<file path="config.mk">
export PLATFORM = sky130hd
export DESIGN_NAME = fadder_ctrl
export DESIGN_NICKNAME = d
export VERILOG_FILES = /design/src/rtl/fadder_ctrl.sv
export SDC_FILE = /design/constraint.sdc
export NUM_CORES = 1
export LEC_CHECK = 0
export ABC_CLOCK_PERIOD_IN_PS = 1900
export CAP_MARGIN = 25
export CORE_UTILIZATION = 26
export DETAILED_ROUTE_END_ITERATION = 10
export PLACE_DENSITY_LB_ADDON = 0.12
export SLEW_MARGIN = 20
export SYNTH_ARGS = -nofsm -noshare
export SYNTH_HDL_FRONTEND = slang
export SYNTH_SLANG_ARGS = --single-unit
</file>
<file path="constraint.sdc">
create_clock -name clk -period 1.9 [get_ports clk]
set_clock_uncertainty 0.1 [all_clocks]
set_input_delay 0.475 -clock clk [delete_from_list [all_inputs] [get_ports clk]]
set_output_delay 0.475 -clock clk [all_outputs]
set_load 0.01 [all_outputs]
</file>
<file path="src/rtl/fadder_ctrl.sv">
// -----------------------------------------------------------------------------
// fadder_ctrl -- initiator-side sequencer for one fadder_top adder/subtractor.
//
// A request arrives on a valid/ready interface. The controller latches it and
// drives the adder through a load phase (add_vld_in=1, add_en=0) and then an
// execute phase (add_en=1). It captures the adder result and returns it on a
// valid/ready response interface. All arithmetic happens in the adder. Only one
// request is in flight at a time, and there is no queuing.
//
// Optional feature (macro FADDER_CTRL_STATS_EN): saturating counters of add
// and sub responses, and of responses with carry/borrow set.
//
// Parameters:
//   DATA_WIDTH  operand/result width; must match the attached adder
//   CNT_WIDTH   statistics counter width (stats build only)
//
// Ports:
//   clk, reset_n                      clock, synchronous active-low reset
//   req_valid/req_ready               request handshake
//   req_op, req_carry, req_a, req_b   request payload (op 1 = add, 0 = sub)
//   add_en, add_op, add_vld_in,
//   add_carry_in, add_op_a, add_op_b  drive to the adder
//   add_vld_out, add_carry_out,
//   add_data_out                      result from the adder
//   rsp_valid/rsp_ready               response handshake
//   rsp_data, rsp_carry, rsp_err      result, carry/borrow, adder-not-valid
//   stat_add_cnt, stat_sub_cnt,
//   stat_flag_cnt                     statistics (FADDER_CTRL_STATS_EN only)
// -----------------------------------------------------------------------------
module fadder_ctrl #(
  parameter int unsigned DATA_WIDTH = 8,
  parameter int unsigned CNT_WIDTH  = 16
) (
  input  logic                  clk,
  input  logic                  reset_n,
  input  logic                  req_valid,
  output logic                  req_ready,
  input  logic                  req_op,
  input  logic                  req_carry,
  input  logic [DATA_WIDTH-1:0] req_a,
  input  logic [DATA_WIDTH-1:0] req_b,
  output logic                  add_en,
  output logic                  add_op,
  output logic                  add_vld_in,
  output logic                  add_carry_in,
  output logic [DATA_WIDTH-1:0] add_op_a,
  output logic [DATA_WIDTH-1:0] add_op_b,
  input  logic                  add_vld_out,
  input  logic                  add_carry_out,
  input  logic [DATA_WIDTH-1:0] add_data_out,
  output logic                  rsp_valid,
  input  logic                  rsp_ready,
  output logic [DATA_WIDTH-1:0] rsp_data,
  output logic                  rsp_carry,
  output logic                  rsp_err
`ifdef FADDER_CTRL_STATS_EN
  ,
  output logic [CNT_WIDTH-1:0]  stat_add_cnt,
  output logic [CNT_WIDTH-1:0]  stat_sub_cnt,
  output logic [CNT_WIDTH-1:0]  stat_flag_cnt
`endif
);

  typedef enum logic [2:0] {
    StIdle,
    StLoad,
    StExec,
    StCapt,
    StResp
  } state_e;

  state_e                r_state;
  state_e                w_state_next;

  logic                  r_op;
  logic                  r_carry;
  logic [DATA_WIDTH-1:0] r_a;
  logic [DATA_WIDTH-1:0] r_b;
  logic [DATA_WIDTH-1:0] r_rsp_data;
  logic                  r_rsp_carry;
  logic                  r_rsp_err;

  logic                  w_accept;
  logic                  w_rsp_hs;

  assign w_accept = req_valid & req_ready;
  assign w_rsp_hs = (r_state == StResp) & rsp_ready;

  // State register plus the request and response payload registers.
  always_ff @(posedge clk) begin
    if (!reset_n) begin
      r_state     <= StIdle;
      r_op        <= 1'b0;
      r_carry     <= 1'b0;
      r_a         <= '0;
      r_b         <= '0;
      r_rsp_data  <= '0;
      r_rsp_carry <= 1'b0;
      r_rsp_err   <= 1'b0;
    end else begin
      r_state <= w_state_next;
      if (w_accept) begin
        r_op    <= req_op;
        r_carry <= req_carry;
        r_a     <= req_a;
        r_b     <= req_b;
      end
      if (r_state == StCapt) begin
        r_rsp_data  <= add_data_out;
        r_rsp_carry <= add_carry_out;
        r_rsp_err   <= ~add_vld_out;
      end
    end
  end

  always_comb begin
    w_state_next = r_state;
    unique case (r_state)
      StIdle:  if (w_accept) w_state_next = StLoad;
      StLoad:  w_state_next = StExec;
      StExec:  w_state_next = StCapt;
      StCapt:  w_state_next = StResp;
      StResp:  if (w_rsp_hs) w_state_next = StIdle;
      default: w_state_next = StIdle;
    endcase
  end

  // req_ready is gated with reset_n so that it reads 0 while reset is held.
  // Without the gate it would read 1, because reset forces the state to IDLE.
  assign req_ready = (r_state == StIdle) & reset_n;

  // The operand outputs come straight from the latch registers. They change
  // only on accept, which is the edge that enters LOAD, so they hold their
  // values at every other time.
  assign add_vld_in   = (r_state == StLoad);
  assign add_en       = (r_state == StExec);
  assign add_op       = r_op;
  assign add_carry_in = r_carry;
  assign add_op_a     = r_a;
  assign add_op_b     = r_b;

  assign rsp_valid = (r_state == StResp);
  assign rsp_data  = r_rsp_data;
  assign rsp_carry = r_rsp_carry;
  assign rsp_err   = r_rsp_err;

`ifdef FADDER_CTRL_STATS_EN
  logic [CNT_WIDTH-1:0] r_add_cnt;
  logic [CNT_WIDTH-1:0] r_sub_cnt;
  logic [CNT_WIDTH-1:0] r_flag_cnt;

  // All counters saturate at all-ones.
  always_ff @(posedge clk) begin
    if (!reset_n) begin
      r_add_cnt  <= '0;
      r_sub_cnt  <= '0;
      r_flag_cnt <= '0;
    end else if (w_rsp_hs) begin
      if (r_op && !(&r_add_cnt)) r_add_cnt <= r_add_cnt + 1'b1;
      if (!r_op && !(&r_sub_cnt)) r_sub_cnt <= r_sub_cnt + 1'b1;
      if (r_rsp_carry && !(&r_flag_cnt)) r_flag_cnt <= r_flag_cnt + 1'b1;
    end
  end

  assign stat_add_cnt  = r_add_cnt;
  assign stat_sub_cnt  = r_sub_cnt;
  assign stat_flag_cnt = r_flag_cnt;
`else
  logic w_unused_cnt_width;
  assign w_unused_cnt_width = ^CNT_WIDTH;
`endif

endmodule

</file>
Word level (Yosys, flattened, before mapping)
Cells that the tools add are included.
{"block": "word_totals", "ff_bits": 31, "input_bits": 32, "word_cells": 23, "out_inout_bits": 32}
{"block": "classes", "n_reduce_logical": 2, "bitwise_logic": 4, "mux": 3, "eq_ne": 6}
{"cell": "one-hot mux 3 bit (5 select lines)", "n": 1}
{"cell": "equality test 3 x 2 -> 1 bit (second input constant)", "n": 2}
{"cell": "two-way mux 3 bit", "n": 2}
{"cell": "AND 1 bit", "n": 3}
{"cell": "equality test 3 x 1 -> 1 bit (second input constant)", "n": 1}
{"cell": "equality test 3 bit (second input constant)", "n": 1}
{"cell": "logical NOT 3 bit", "n": 1}
{"cell": "inequality test 2 x 1 -> 1 bit (second input constant)", "n": 1}
{"cell": "inequality test 2 bit (second input constant)", "n": 1}
{"cell": "AND reduction 2 bit", "n": 1}
{"cell": "NOT 1 bit", "n": 1}

Logic depth before layout (Yosys ltp)
{"block": "depth", "ltp_word": 5, "depth_mapped": 4, "depth_no_buf": 2}

Worst setup path before layout
No wires, ideal clock.
{"block": "synth_path", "kind": "input -> output", "from": "input port reset_n", "to": "output port req_ready", "n_path_buf": 1, "setup_slack_ns": 0.174, "stages": 3, "required_time_ns": 1.325, "arrival_ns": 1.151, "cell_sequence": "or3b_1 > buf_2 > nor2_1"}
{"block": "synth_between", "elab_chain_len": 1}
{"item": "start, declared", "line_no": "35", "text": "input logic reset_n,"}
{"item": "AND 1 bit", "line_no": "130", "text": "assign req_ready = (r_state == StIdle) & reset_n;"}
{"item": "end, declared", "line_no": "37", "text": "output logic req_ready,"}
No other way between the ends.

Final worst setup path
{"block": "layout_path", "from": "register r_state[2]", "to": "output port req_ready"}
{"block": "layout_between", "elab_chain_len": 2}
{"item": "start, declared", "line_no": "72", "text": "state_e r_state;"}
{"item": "start signal, assigned", "line_no": "92", "text": "r_state <= StIdle;"}
{"item": "start signal, assigned", "line_no": "101", "text": "r_state <= w_state_next;"}
{"item": "logical NOT 3 bit", "line_no": "130"}
{"item": "AND 1 bit", "line_no": "130"}
No other way between the ends.

==> impl_metrics.yaml <==
routing:
  drc: 0
  drt_pre_antenna_iters: 2
  drt_iter0_drc: 34
  vias_per_cell: 4.48
  wirelength_um: 3500
  vias: 1227
  wl_per_cell_um: 12.8
  ant_nets: 0
grt:
  grt_pass1_vias: 1185
  grt_max_degree: 41
  track_usage_pct: 14.1
  antenna_found_initial: 0
  grt_first_pass_wirelength_um: 5580
  overflow: 0
power:
  power.leakage_nw: 0.771
  power_density_nw_per_um2: 748
  vdd_ir_drop_max_mv: 0.339
die:
  ios: 64
  dieArea_um2: 5260
  start_util_pct: 27.2
  num_rows: 25
  die_h_um: 72.5
  fp.dieW_um: 72.5
  core_area_um2: 4750
final_layout:
  fin_area_um2: 2080
  fin_util_pct: 43.8
  area_delta_synth_final_pct: 60.9
  n_antenna_cell: 0
  drive_gt1_share_pct: 10.6
  nets: 240
  stdcell_count: 274
timing:
  fin_crit_sh_pct: 95.4
  slew_headroom_pct: 73.4
  holdWs_ns: 0.361
  max_freq_mhz: 552
  post-route-min-period_ns: 1.81
  tns_ns: 0
  worst_pin_slew_ns: 0.400
  final_max_slew_viol_count: 0
  rsz0062_at_grt: "no"
  finalHoldViolations: 0
  setup_violations: 0
placed_design:
  place_area_um2: 2020
  gp_congestion: 0.632
  io_buffers: 63
  dpl.hpwl_um: 2430
  post-place-cells: 268
critical_path:
  cp.arrival_ns: 1.24
  worstPathMaxFanout: 4
  path_class: "reg -> out"
  crit_path_max_incr_delay_ns: 0.40
  critical_path_buf_inv_count: 1
  end_kind: "output port"
  cpLargestDelayFamily: "simple AND/OR/NAND/NOR gates"
  worstPathRequired_ns: 1.32
  crit_chain: "or3b_4, nor2_1, buf_2"
  critPathLaunchType: "register"
  slowest_stage: "or3b_4"
logic_synthesis:
  synthCells: 141
  synth_compound_area_share_pct: 10.2
  synthTopCellsByArea: "dfxtp_1 (48%), nand2_1 (10%), nand3b_1 (10%)"
  synth_top_family_by_area: "simple AND/OR/NAND/NOR gates"
  avgSynthCellArea_um2: 9.18
  yosysUniqueCellTypes: 18
  synth_top_area_share_pct: 48.0
  synth.area.mux_share_pct: 6.96
  synthAdderAreaFrac_pct: 0
  yosys_warnings: 0
  syn-cell-area_um2: 1290
  ys_ff_latch: 31
  ys_seq_area_share_pct: 48.0
  synth-simple-area-share_pct: 28.4
  syn_nets: 173
  yosys.area.top_type: "dfxtp_1"
  synth_xor_area_share_pct: 0.677
clock_tree:
  numCtsBuffers: 5
  cts.sinks: 31
  clock_path_buffers: 2
  cts-hold-fix-buffers: 0
  cts_tree: "yes"
  clkTransAtPathRegs_ns: 0.06
  clk_root_buffer_cell: "clkbuf_8"
  clock_latency_ns: 0.28
  cts_max_level: 2
run_status:
  status: "finished clean"
hold_path:
  min_path_type: "reg -> reg"
job:
  drv_cap: 0
## through the flow
| step | total power, mW | setup WS, ns |
|---|---|---|
| after floorplan | 0.912 | 0.174 |
| after global placement | 1.10 | -0.619 |
| after detailed placement | 1.11 | -0.659 |
| after CTS | 1.59 | -0.255 |
| after global routing | 1.65 | 0.00949 |
| final | 1.56 | 0.0871 |
## worst reg2reg max path, cell delays in order, from the launching register on
cell	delay, ns
dfxtp_1	0.33
buf_4	0.15
and3b_1	0.39
buf_4	0.23
mux2i_1	0.21
## synth_stat cells
library cell and n:
a22o_1 1, and3b_1 1, buf_2 6, buf_6 2, clkbuf_1 6, dfxtp_1 31, mux2i_1 9, nand2_1 36
nand3b_1 18, nand4b_1 1, nor2_1 3, nor2b_1 1, nor3b_1 4, nor4b_4 1, o211a_1 1, o22ai_1 18
or3b_1 1, xnor2_1 1
## state kept, by name, indices dropped and copies added, names as in the netlist
name / count
rsp_data: 8
rsp_err: 1
add_carry_in: 1
add_op_b: 8
add_op_a: 8
add_op: 1
rsp_carry: 1
r_state: 3
## where the power goes
group | leakage, nW | internal [mW] | switching, mW
Sequential | 0.253 | 0.696 | 0.0262
Clock | 0.0371 | 0.244 | 0.224
Combinational | 0.481 | 0.214 | 0.154
## metal layers
layer | wire length, µm | global-route usage, %
met1 | 1550 | 15.9
met4 | 57 | 6.54
met2 | 1660 | 23.5
met3 | 228 | 5.42
met5 | 0 | 0
## final cells by class
class	instances	area, µm²
multi-input cells	96	606
clock buffers	6	72.6
well taps	67	83.8
repair buffers	74	699
flip-flops and latches	31	621
fillers	477	2670
## layout by cell type, fill, tap and decap left out
master	n
nor3b_2	1
buf_4	11
or3b_4	1
xnor2_1	1
nor4b_4	1
nand3b_1	18
o22ai_1	18
nand2_1	36
mux2i_1	9
nor2b_1	1
clkbuf_2	2
nand4b_1	1
nor2_1	3
dlygate4sd2_1	1
and3b_1	1
dlymetal6s2s_1	1
clkdlybuf4s50_1	58
clkbuf_1	1
dfxtp_1	31
o211a_1	1
a22o_1	1
nor3b_1	3
buf_2	1
clkbuf_8	5
## path summary, 6_finish.rpt
| path | depth (start not counted) | from | slack, ns | end |
|---|---|---|---|---|
| worst max-delay path | 3 | r_state[2] | 0.09 | req_ready |
| worst min-delay path | 2 | rsp_data[6] | 0.36 | rsp_data[6] |
| worst max register to register | 4 | r_state[2] | 0.40 | rsp_carry |
| worst min register to register | 2 | rsp_data[6] | 0.36 | rsp_data[6] |
## kinds of logic after synthesis
group                  Yosys count
AO/OA/AOI/OAI                   20
XOR/XNOR                         1
buffers and inverters           14
flip-flops                      31
multiplexers                     9
AND/OR/NAND/NOR                 66
## timing repair
action	in CTS	in global routing
setup buffers	0	0
resized for setup	9	6
setup endpoints to repair	4	3
Power figures use the tool's default switching activity.
==> RTL change, RTL diff (same settings) <==
Set the parameter `DATA_WIDTH` to 9 (it was 8).
--- a/src/rtl/fadder_ctrl.sv
+++ b/src/rtl/fadder_ctrl.sv
@@ -29,5 +29,5 @@
 // -----------------------------------------------------------------------------
 module fadder_ctrl #(
-  parameter int unsigned DATA_WIDTH = 8,
+  parameter int unsigned DATA_WIDTH = 9,
   parameter int unsigned CNT_WIDTH  = 16
 ) (
Ports: changed (6 resized); port bits go from 64 to 70. The function was not compared with the original's and may differ.
==> RTL change against the original RTL <==
Combinational power is 24% higher; synthesized cell count is 9.9% higher; setup slack better by 26 ps; first-iteration DRC count is 35% lower; synthesized area is 19% higher; critical path depth stayed put; final cell count is 8.4% higher; sequential cell count is 3 higher; via count is 12% higher; final area is 16% higher; routed wire length is 14% higher; total power is 13% higher.
==> RTL change: results (changes against the original RTL) <==
critical_path:
  slowest_delay_ps: 330  # -70 ps
  crit_fanout: 7  # +3
  crit_arrival_ps: 1210  # -30 ps
  cp_slowest_cell: "dfxtp_1"
run_status:
  outcome: "completed"
placed_design:
  place.gp.congestion: 0.727  # +15%
  placed_area_um2: 2320  # +15%
  numPortBuffers: 69  # +9.5%
  place_ws_ps: -685  # -25.4 ps
global_routing:
  grt_pass1_vias: 1339  # +13%
  grt_max_degree: 45  # +9.8%
  grt_pass1_wl_mm: 6.24  # +12%
  grtUsageMet2_pct: 22.9  # -0.54 points
synth:
  synth.area.top_cells: "dfxtp_1 44%, o22ai_2 15%, nand2_1 9.7%"
  syn_nets: 190  # +9.8%
  netlist-cell-type-count: 22  # +4
finish:
  fin_cells: 297  # +8.4%
  final.fill_count: 576  # +21%
  drive_gt1_share_pct: 18.2  # +7.6 points
route:
  avgRoutedWirePerCell_um: 13.5  # +5.5%
  wl_met1_mm: 1.66  # +6.8%
  wl_met2_mm: 1.95  # +17%
  wl_met3_um: 304  # +33%
timing:
  worstMarginPinSlew_ps: 432  # +32.8 ps
power_and_ir_drop:
  max-vdd-ir-drop_mv: 0.254  # -25%
==> RTL change: cell count changes in the layout (fill, tap and decap cells not counted), sizes merged <==
| cell | before | now |
|---|---|---|
| nand2 | 36 | 40 |
| dfxtp | 31 | 34 |
| clkbuf | 8 | 6 |
| clkdlybuf4s50 | 58 | 64 |
| nand3b | 18 | 20 |
| mux2i | 9 | 10 |
| clkdlybuf4s15 | 0 | 1 |
| o22ai | 18 | 20 |
| dlygate4sd2 | 1 | 2 |
==> RTL change: cell type report <==
| cell class | count | area share, % |
|---|---|---|
| multi-input cells | 105 | 32.6 |
| repair buffers | 80 | 32.1 |
| flip-flops and latches | 34 | 28.2 |
| well taps | 72 | 3.73 |
| clock buffers | 6 | 3.42 |
==> RTL change: per-stage QoR <==
stage	hold slack [ps]	util (%)
final	354	43.0
after global routing	387	43.0
after CTS	359	42.8
after detailed placement	348	41.4
after global placement	342	41.4
after floorplan	379	-
==> RTL change: final timing paths <==
check | depth (start not counted) | slack (ps) | to | from
min reg2reg | 2 | 350 | rsp_carry | rsp_carry
max reg2reg | 5 | 280 | rsp_data[0] | r_state[1]
min | 2 | 350 | rsp_carry | rsp_carry
max | 3 | 110 | rsp_valid | r_state[2]
==> RTL change: power groups by stage <==
stage	sequential (mW)	clock, mW	combinational [mW]
after global placement	0.804	0	0.455
after CTS	0.792	0.541	0.460
after global routing	0.798	0.574	0.487
after detailed placement	0.807	0	0.462
final	0.791	0.514	0.456
after floorplan	0.821	0	0.221
==> RTL change: cell families (layout without fill, tap and decap cells) <==
logic type	count (synthesis)	count (layout)	share of synthesized area (%)
buf+inv	16	86	6.01
xor+xnor	1	1	0.569
compound gates	22	22	16.7
mux	10	10	6.50
simple gates	72	72	26.1
flops	34	34	44.2
